--- src/rtl/mem_port_arbiter_if.sv ---
// Pipeline-side and memory-side signals of the shared memory port.
// The arbiter takes the slave view; the pipeline/memory side takes the master view.
interface mem_port_arbiter_if;
    logic        if_req_valid;
    logic        if_req_ready;
    logic [31:0] if_req_addr;
    logic        if_rsp_valid;
    logic [31:0] if_rsp_data;
    logic        d_req_valid;
    logic        d_req_ready;
    logic [31:0] d_req_addr;
    logic        d_req_we;
    logic [31:0] d_req_wdata;
    logic        d_rsp_valid;
    logic [31:0] d_rsp_data;
    logic        d_rsp_err;
    logic [31:0] mem_address;
    logic [31:0] mem_write_data;
    logic        mem_write_enable;
    logic [31:0] mem_read_data;

    modport slave (
        input  if_req_valid, if_req_addr,
        output if_req_ready, if_rsp_valid, if_rsp_data,
        input  d_req_valid, d_req_addr, d_req_we, d_req_wdata,
        output d_req_ready, d_rsp_valid, d_rsp_data, d_rsp_err,
        output mem_address, mem_write_data, mem_write_enable,
        input  mem_read_data
    );

    modport master (
        output if_req_valid, if_req_addr,
        input  if_req_ready, if_rsp_valid, if_rsp_data,
        output d_req_valid, d_req_addr, d_req_we, d_req_wdata,
        input  d_req_ready, d_rsp_valid, d_rsp_data, d_rsp_err,
        input  mem_address, mem_write_data, mem_write_enable,
        output mem_read_data
    );
endinterface

--- src/rtl/mem_port_arbiter.sv ---
// Shares one combinational-read memory between fetch and data ports.
// Data has priority; a consecutive-grant counter bounds fetch starvation.
module mem_port_arbiter #(
    parameter int MAX_CONSEC = 4
) (
    input logic              clk,
    input logic              rst_n,
    mem_port_arbiter_if.slave bus
);
    localparam int CW = $clog2(MAX_CONSEC + 1);

    logic [CW-1:0] cnt;
    logic          force_if;
    logic          d_gnt;
    logic          i_gnt;
    logic          misalign;

    // Grants are suppressed while reset is held so nothing reaches memory.
    assign force_if = bus.if_req_valid && (cnt == CW'(MAX_CONSEC));
    assign d_gnt    = rst_n && bus.d_req_valid && !force_if;
    assign i_gnt    = rst_n && bus.if_req_valid && !d_gnt;
    assign misalign = bus.d_req_addr[1:0] != 2'b00;

    assign bus.d_req_ready      = d_gnt;
    assign bus.if_req_ready     = i_gnt;
    assign bus.mem_write_data   = bus.d_req_wdata;
    assign bus.mem_write_enable = d_gnt && bus.d_req_we && !misalign;

    always_comb begin
        bus.mem_address = 32'h0;
        if (d_gnt)
            bus.mem_address = bus.d_req_addr;
        else if (i_gnt)
            bus.mem_address = bus.if_req_addr;
    end

    always_ff @(posedge clk or negedge rst_n) begin
        if (!rst_n) begin
            cnt              <= '0;
            bus.if_rsp_valid <= 1'b0;
            bus.if_rsp_data  <= 32'h0;
            bus.d_rsp_valid  <= 1'b0;
            bus.d_rsp_data   <= 32'h0;
            bus.d_rsp_err    <= 1'b0;
        end else begin
            bus.if_rsp_valid <= i_gnt;
            bus.if_rsp_data  <= i_gnt ? bus.mem_read_data : 32'h0;
            bus.d_rsp_valid  <= d_gnt;
            bus.d_rsp_err    <= d_gnt && misalign;
            if (d_gnt && !bus.d_req_we && !misalign)
                bus.d_rsp_data <= bus.mem_read_data;
            else
                bus.d_rsp_data <= 32'h0;
            if (!bus.if_req_valid || i_gnt)
                cnt <= '0;
            else if (d_gnt && cnt != CW'(MAX_CONSEC))
                cnt <= cnt + 1'b1;
        end
    end
endmodule

--- src/flat_wrapper.sv ---
// flat-port wrapper written by rule: the top's interface ports become plain ports
module mem_port_arbiter_flat 
#(
    parameter int MAX_CONSEC = 4
)
  (clk, rst_n, bus_if_req_valid, bus_if_req_addr, bus_if_req_ready, bus_if_rsp_valid, bus_if_rsp_data, bus_d_req_valid, bus_d_req_addr, bus_d_req_we, bus_d_req_wdata, bus_d_req_ready, bus_d_rsp_valid, bus_d_rsp_data, bus_d_rsp_err, bus_mem_address, bus_mem_write_data, bus_mem_write_enable, bus_mem_read_data);
  mem_port_arbiter_if bus_i ();
  input logic clk;
  input logic rst_n;
  input wire logic [$bits(bus_i.if_req_valid)-1:0] bus_if_req_valid;
  input wire logic [$bits(bus_i.if_req_addr)-1:0] bus_if_req_addr;
  output wire logic [$bits(bus_i.if_req_ready)-1:0] bus_if_req_ready;
  output wire logic [$bits(bus_i.if_rsp_valid)-1:0] bus_if_rsp_valid;
  output wire logic [$bits(bus_i.if_rsp_data)-1:0] bus_if_rsp_data;
  input wire logic [$bits(bus_i.d_req_valid)-1:0] bus_d_req_valid;
  input wire logic [$bits(bus_i.d_req_addr)-1:0] bus_d_req_addr;
  input wire logic [$bits(bus_i.d_req_we)-1:0] bus_d_req_we;
  input wire logic [$bits(bus_i.d_req_wdata)-1:0] bus_d_req_wdata;
  output wire logic [$bits(bus_i.d_req_ready)-1:0] bus_d_req_ready;
  output wire logic [$bits(bus_i.d_rsp_valid)-1:0] bus_d_rsp_valid;
  output wire logic [$bits(bus_i.d_rsp_data)-1:0] bus_d_rsp_data;
  output wire logic [$bits(bus_i.d_rsp_err)-1:0] bus_d_rsp_err;
  output wire logic [$bits(bus_i.mem_address)-1:0] bus_mem_address;
  output wire logic [$bits(bus_i.mem_write_data)-1:0] bus_mem_write_data;
  output wire logic [$bits(bus_i.mem_write_enable)-1:0] bus_mem_write_enable;
  input wire logic [$bits(bus_i.mem_read_data)-1:0] bus_mem_read_data;
  assign bus_i.if_req_valid = bus_if_req_valid;
  assign bus_i.if_req_addr = bus_if_req_addr;
  assign bus_if_req_ready = bus_i.if_req_ready;
  assign bus_if_rsp_valid = bus_i.if_rsp_valid;
  assign bus_if_rsp_data = bus_i.if_rsp_data;
  assign bus_i.d_req_valid = bus_d_req_valid;
  assign bus_i.d_req_addr = bus_d_req_addr;
  assign bus_i.d_req_we = bus_d_req_we;
  assign bus_i.d_req_wdata = bus_d_req_wdata;
  assign bus_d_req_ready = bus_i.d_req_ready;
  assign bus_d_rsp_valid = bus_i.d_rsp_valid;
  assign bus_d_rsp_data = bus_i.d_rsp_data;
  assign bus_d_rsp_err = bus_i.d_rsp_err;
  assign bus_mem_address = bus_i.mem_address;
  assign bus_mem_write_data = bus_i.mem_write_data;
  assign bus_mem_write_enable = bus_i.mem_write_enable;
  assign bus_i.mem_read_data = bus_mem_read_data;
  mem_port_arbiter #(.MAX_CONSEC(MAX_CONSEC)) u_core (.clk(clk), .rst_n(rst_n), .bus(bus_i));
endmodule
--- config.mk ---
export PLATFORM = sky130hd
export DESIGN_NAME = mem_port_arbiter_flat
export DESIGN_NICKNAME = d
export VERILOG_FILES = /design/src/rtl/mem_port_arbiter_if.sv /design/src/rtl/mem_port_arbiter.sv /design/src/flat_wrapper.sv
export SDC_FILE = /design/constraint.sdc
export NUM_CORES = 1
export LEC_CHECK = 0
export BUFFER_PORTS_ARGS = -buffer_cell sky130_fd_sc_hd__buf_2
export CAP_MARGIN = 20
export CORE_AREA = 4 4 102 104
export DETAILED_ROUTE_END_ITERATION = 10
export DIE_AREA = 0 0 106 108
export GPL_ROUTABILITY_DRIVEN = 0
export HOLD_SLACK_MARGIN = 0.06
export MAX_ROUTING_LAYER = met4
export PLACE_DENSITY_LB_ADDON = 0.3
export SKIP_LAST_GASP = 1
export SYNTH_ARGS = -nofsm -noshare
export SYNTH_HDL_FRONTEND = slang
export SYNTH_SLANG_ARGS = --single-unit
--- constraint.sdc ---
create_clock -name clk -period 1.7 [get_ports clk]
set_input_delay 0 -clock clk [delete_from_list [all_inputs] [get_ports clk]]
set_output_delay 0 -clock clk [all_outputs]
set_load 0.1 [all_outputs]
==> impl_metrics.py <==
metrics = {
    "layout": {
        "layout-drive-gt1-share_pct": 55.8,
        "area_delta_synth_final_pct": 93.4,
        "instances_no_fill": 635,
        "design_area_sq_um": 5630,
        "fillers": 793,
        "layout.nets": 632,
    },
    "global_routing": {
        "grt_max_degree": 77,
        "grtUsageTotal_pct": 21.8,
        "met1_usage_pct": 23.3,
        "gr-usage-met3_pct": 5.55,
        "antenna_found_initial": 1,
        "grt_pass1_wl_um": 17800,
        "grt_overflow": 0,
        "busiest_layer": "met2",
        "grt_pass1_vias": 3033,
        "met2_usage_pct": 38.2,
    },
    "timing": {
        "fmax_ghz": 0.538,
        "finalClockSkew_ps": 7.51,
        "setup_slack_ps": -159,
        "period_share_pct": 109,
        "relSlewSlack_pct": 29.4,
        "timing.final.hold_violations": 0,
        "tns_ps": -4730,
        "rsz0062_at_grt": "true",
        "period_needed_ps": 1860,
        "setup_viol": 35,
        "worst-slew-pin-transition_ps": 1060,
        "final-max-slew-violation-count": 0,
    },
    "detailed_routing": {
        "antenna_left": 0,
        "num_vias": 2778,
        "vias_per_cell": 4.37,
        "first_iter_violations": 127,
        "totalWireLength_um": 12300,
        "drt_first_pass_iters": 5,
        "wl_per_cell_um": 19.3,
        "drc_errors": 0,
    },
    "setup_path": {
        "path_cells": "inv_2, ha_4, and3_4, nor2_4, clkbuf_16, a22o_2, buf_12",
        "cp.buffers_inverters": 3,
        "arrival_ps": 1860,
        "end_kind": "output pin",
        "cp_top_family": "buffers and inverters",
        "critPathKind": "flip-flop to output pin",
        "crit_fanout": 9,
        "start_kind": "flip-flop",
        "slowest_stage": "dfrtp_1",
        "cp.required_ps": 1700,
        "critical-path-max-stage-delay_ps": 400,
    },
    "logic_synthesis": {
        "syn_nets": 372,
        "synthSimpleGateAreaFrac_pct": 17.6,
        "syn_area_sq_um": 2910,
        "yosys-top-cells-count": "dfrtp_1, and2_1, a22o_1, buf_4, buf_2",
        "synth.most_common_cell": "dfrtp_1",
        "synth_top_family_by_area": "simple AND/OR/NAND/NOR gates",
        "ys_ff_latch": 70,
        "yosys_warnings": 0,
        "synth-xor-area-share_pct": 0,
        "syn_inst": 237,
        "netlist_top_cells_area": "dfrtp_1, and2_1, a22o_1, buf_4, buf_2",
        "synth_top_area_cell": "dfrtp_1",
        "synth_edf_count": 0,
        "synth_cell_types": 22,
        "async_reset_ff_share_pct": 100,
        "avgSynthCellArea_sq_um": 12.3,
        "synth-compound-area-share_pct": 10.6,
        "yosysSeqAreaShare_pct": 60.2,
        "synth_flop_cell": "dfrtp_1",
        "synthAdderAreaFrac_pct": 0.860,
        "yosys-mux-area-fraction_pct": 0,
        "synth_top_area_share_pct": 60.2,
    },
    "outcome": {
        "status": "complete, but fails checks",
        "violations": "negative setup slack",
    },
    "pwr": {
        "leakagePower_nw": 3.00,
        "combPwrFrac_pct": 36.4,
        "sw_frac_of_total_pct": 37.9,
        "ir_drop_mv": 0.407,
        "clock_power_share_pct": 26.8,
        "intPower_mw": 2.87,
        "p_sw_mw": 1.75,
        "p_seq_share_pct": 36.8,
        "power_density_nw_per_um2": 823,
    },
    "placed_design": {
        "dp_cells": 535,
        "hpwl_um": 8600,
        "placed_cell_area_sq_um": 4530,
        "portBuffers": 202,
    },
    "die": {
        "start_util_pct": 30.5,
        "die_area_sq_um": 11400,
        "coreArea_sq_um": 9550,
        "io_pins": 267,
        "dieWidth_um": 106,
        "rows": 36,
        "die_h_um": 108,
    },
    "clock_tree": {
        "clkLatencyLatePin_ps": 340,
        "cts_sinks": 70,
        "numCtsBuffers": 9,
        "cts_root_buffer": "clkbuf_8",
        "cts_htree_levels": 3,
        "cts.clk_slew.worst_paths_ps": 70,
        "cts_buffer_depth": 2,
        "tritoncts": "done",
    },
    "flow_run": {
        "cap_violations": 0,
    },
    "min_path": {
        "hold_class": "primary input to flip-flop",
    },
}
-- area by class of cell --
class / count / area (sq um) / area share (%)
antenna: 2 / 5.00 / 0.0889
tap: 133 / 166 / 2.96
clock inverter: 2 / 35.0 / 0.623
timing repair buffer: 293 / 2470 / 43.9
multi-input combinational: 120 / 1050 / 18.7
inverter: 3 / 11.3 / 0.200
clock buffer: 12 / 135 / 2.40
sequential: 70 / 1750 / 31.1
-- cells in the final DEF, fill, tap and decap left out, types with 3 or more instances in the layout --
cell type | Yosys | layout
buf_2 | 7 | 166
and2_1 | 64 | 63
nand3_1 | 3 | 3
dlygate4sd3_1 | 0 | 69
a22o_2 | 0 | 17
buf_6 | 0 | 5
nor2_4 | 0 | 3
dfrtp_1 | 70 | 70
buf_4 | 32 | 14
clkbuf_8 | 0 | 9
clkbuf_1 | 3 | 3
nand2b_1 | 3 | 3
a22o_4 | 0 | 15
buf_12 | 0 | 38
-- per-layer routing --
| layer | vias to the layer above | share of wire, % | wire (um) |
|---|---|---|---|
| met5 | - | 0 | 0 |
| met1 | 1319 | 37 | 4490 |
| met3 | 17 | 6.7 | 825 |
| li1 | 1276 | - | - |
| met4 | 0 | 3.0 | 367 |
| met2 | 166 | 54 | 6590 |
-- power groups by stage --
stage,clock (mW),sequential [mW],combinational [mW]
floorplan,0,1.96,0.851
global placement,0,1.74,1.19
detailed placement,0,1.74,1.20
CTS,1.29,1.70,1.68
global route,1.38,1.71,1.73
finish,1.24,1.71,1.68
-- logic make-up (layout without fill, tap and decap cells) --
kind of cell	after synthesis	count (layout)
flops	70	70
buf+inv	48	310
other cells	0	2
compound gates	36	36
simple gates	81	82
fa+ha+maj	2	2
-- path summary, 6_finish.rpt --
check / from / end / slack, ps / cells past startpoint
worst max register to register: u_core.cnt[1] / u_core.bus.if_rsp_data[2] / 70 / 8
worst max-delay path: u_core.cnt[1] / bus_mem_address[28] / -160 / 7
worst min register to register: u_core.cnt[0] / u_core.cnt[0] / 590 / 3
max in group asynchronous: rst_n / u_core.bus.if_rsp_data[27] / 630 / 3
worst min-delay path: bus_d_req_we / u_core.bus.d_rsp_data[4] / 160 / 4
min in group asynchronous: rst_n / u_core.cnt[0] / 490 / 3
-- sequential cells by signal, indices dropped and copies added (netlist names) --
register and flops:
u_core.bus.if_rsp_valid 1, u_core.bus.d_rsp_valid 1, u_core.bus.d_rsp_err 1, u_core.bus.d_rsp_data 32, u_core.bus.if_rsp_data 32, u_core.cnt 3
-- worst register-to-register path: cells and delay by family (launching register included) --
| family | cells | cell delay (ps) |
|---|---|---|
| DFF | 1 | 370 |
| AOI/OAI and AO/OA | 1 | 260 |
| adders and majority gates | 1 | 170 |
| buffers and inverters | 4 | 480 |
| and+or+nand+nor | 2 | 240 |
-- through the flow --
stage          hold WS [ps]  power (mW)  worst slack [ps]  utilization [%]
5_1_grt                 163        4.82              -244             58.9
3_3_place_gp          0.681        2.93              -236             47.4
3_5_place_dp          0.681        2.93              -290             47.4
4_1_cts                 186        4.68              -173             58.5
2_1_floorplan          -296        2.81              -186                -
6_report                160        4.63              -159             58.9
-- timing repair --
item	CTS	global route
hold buffers	69	0
gates resized for setup	12	9
setup endpoints to repair	68	70
gates cloned	3	1
hold endpoints to repair	170	0
buffers inserted	10	2
pin swaps	4	1
(Power assumes the default switching activity.)
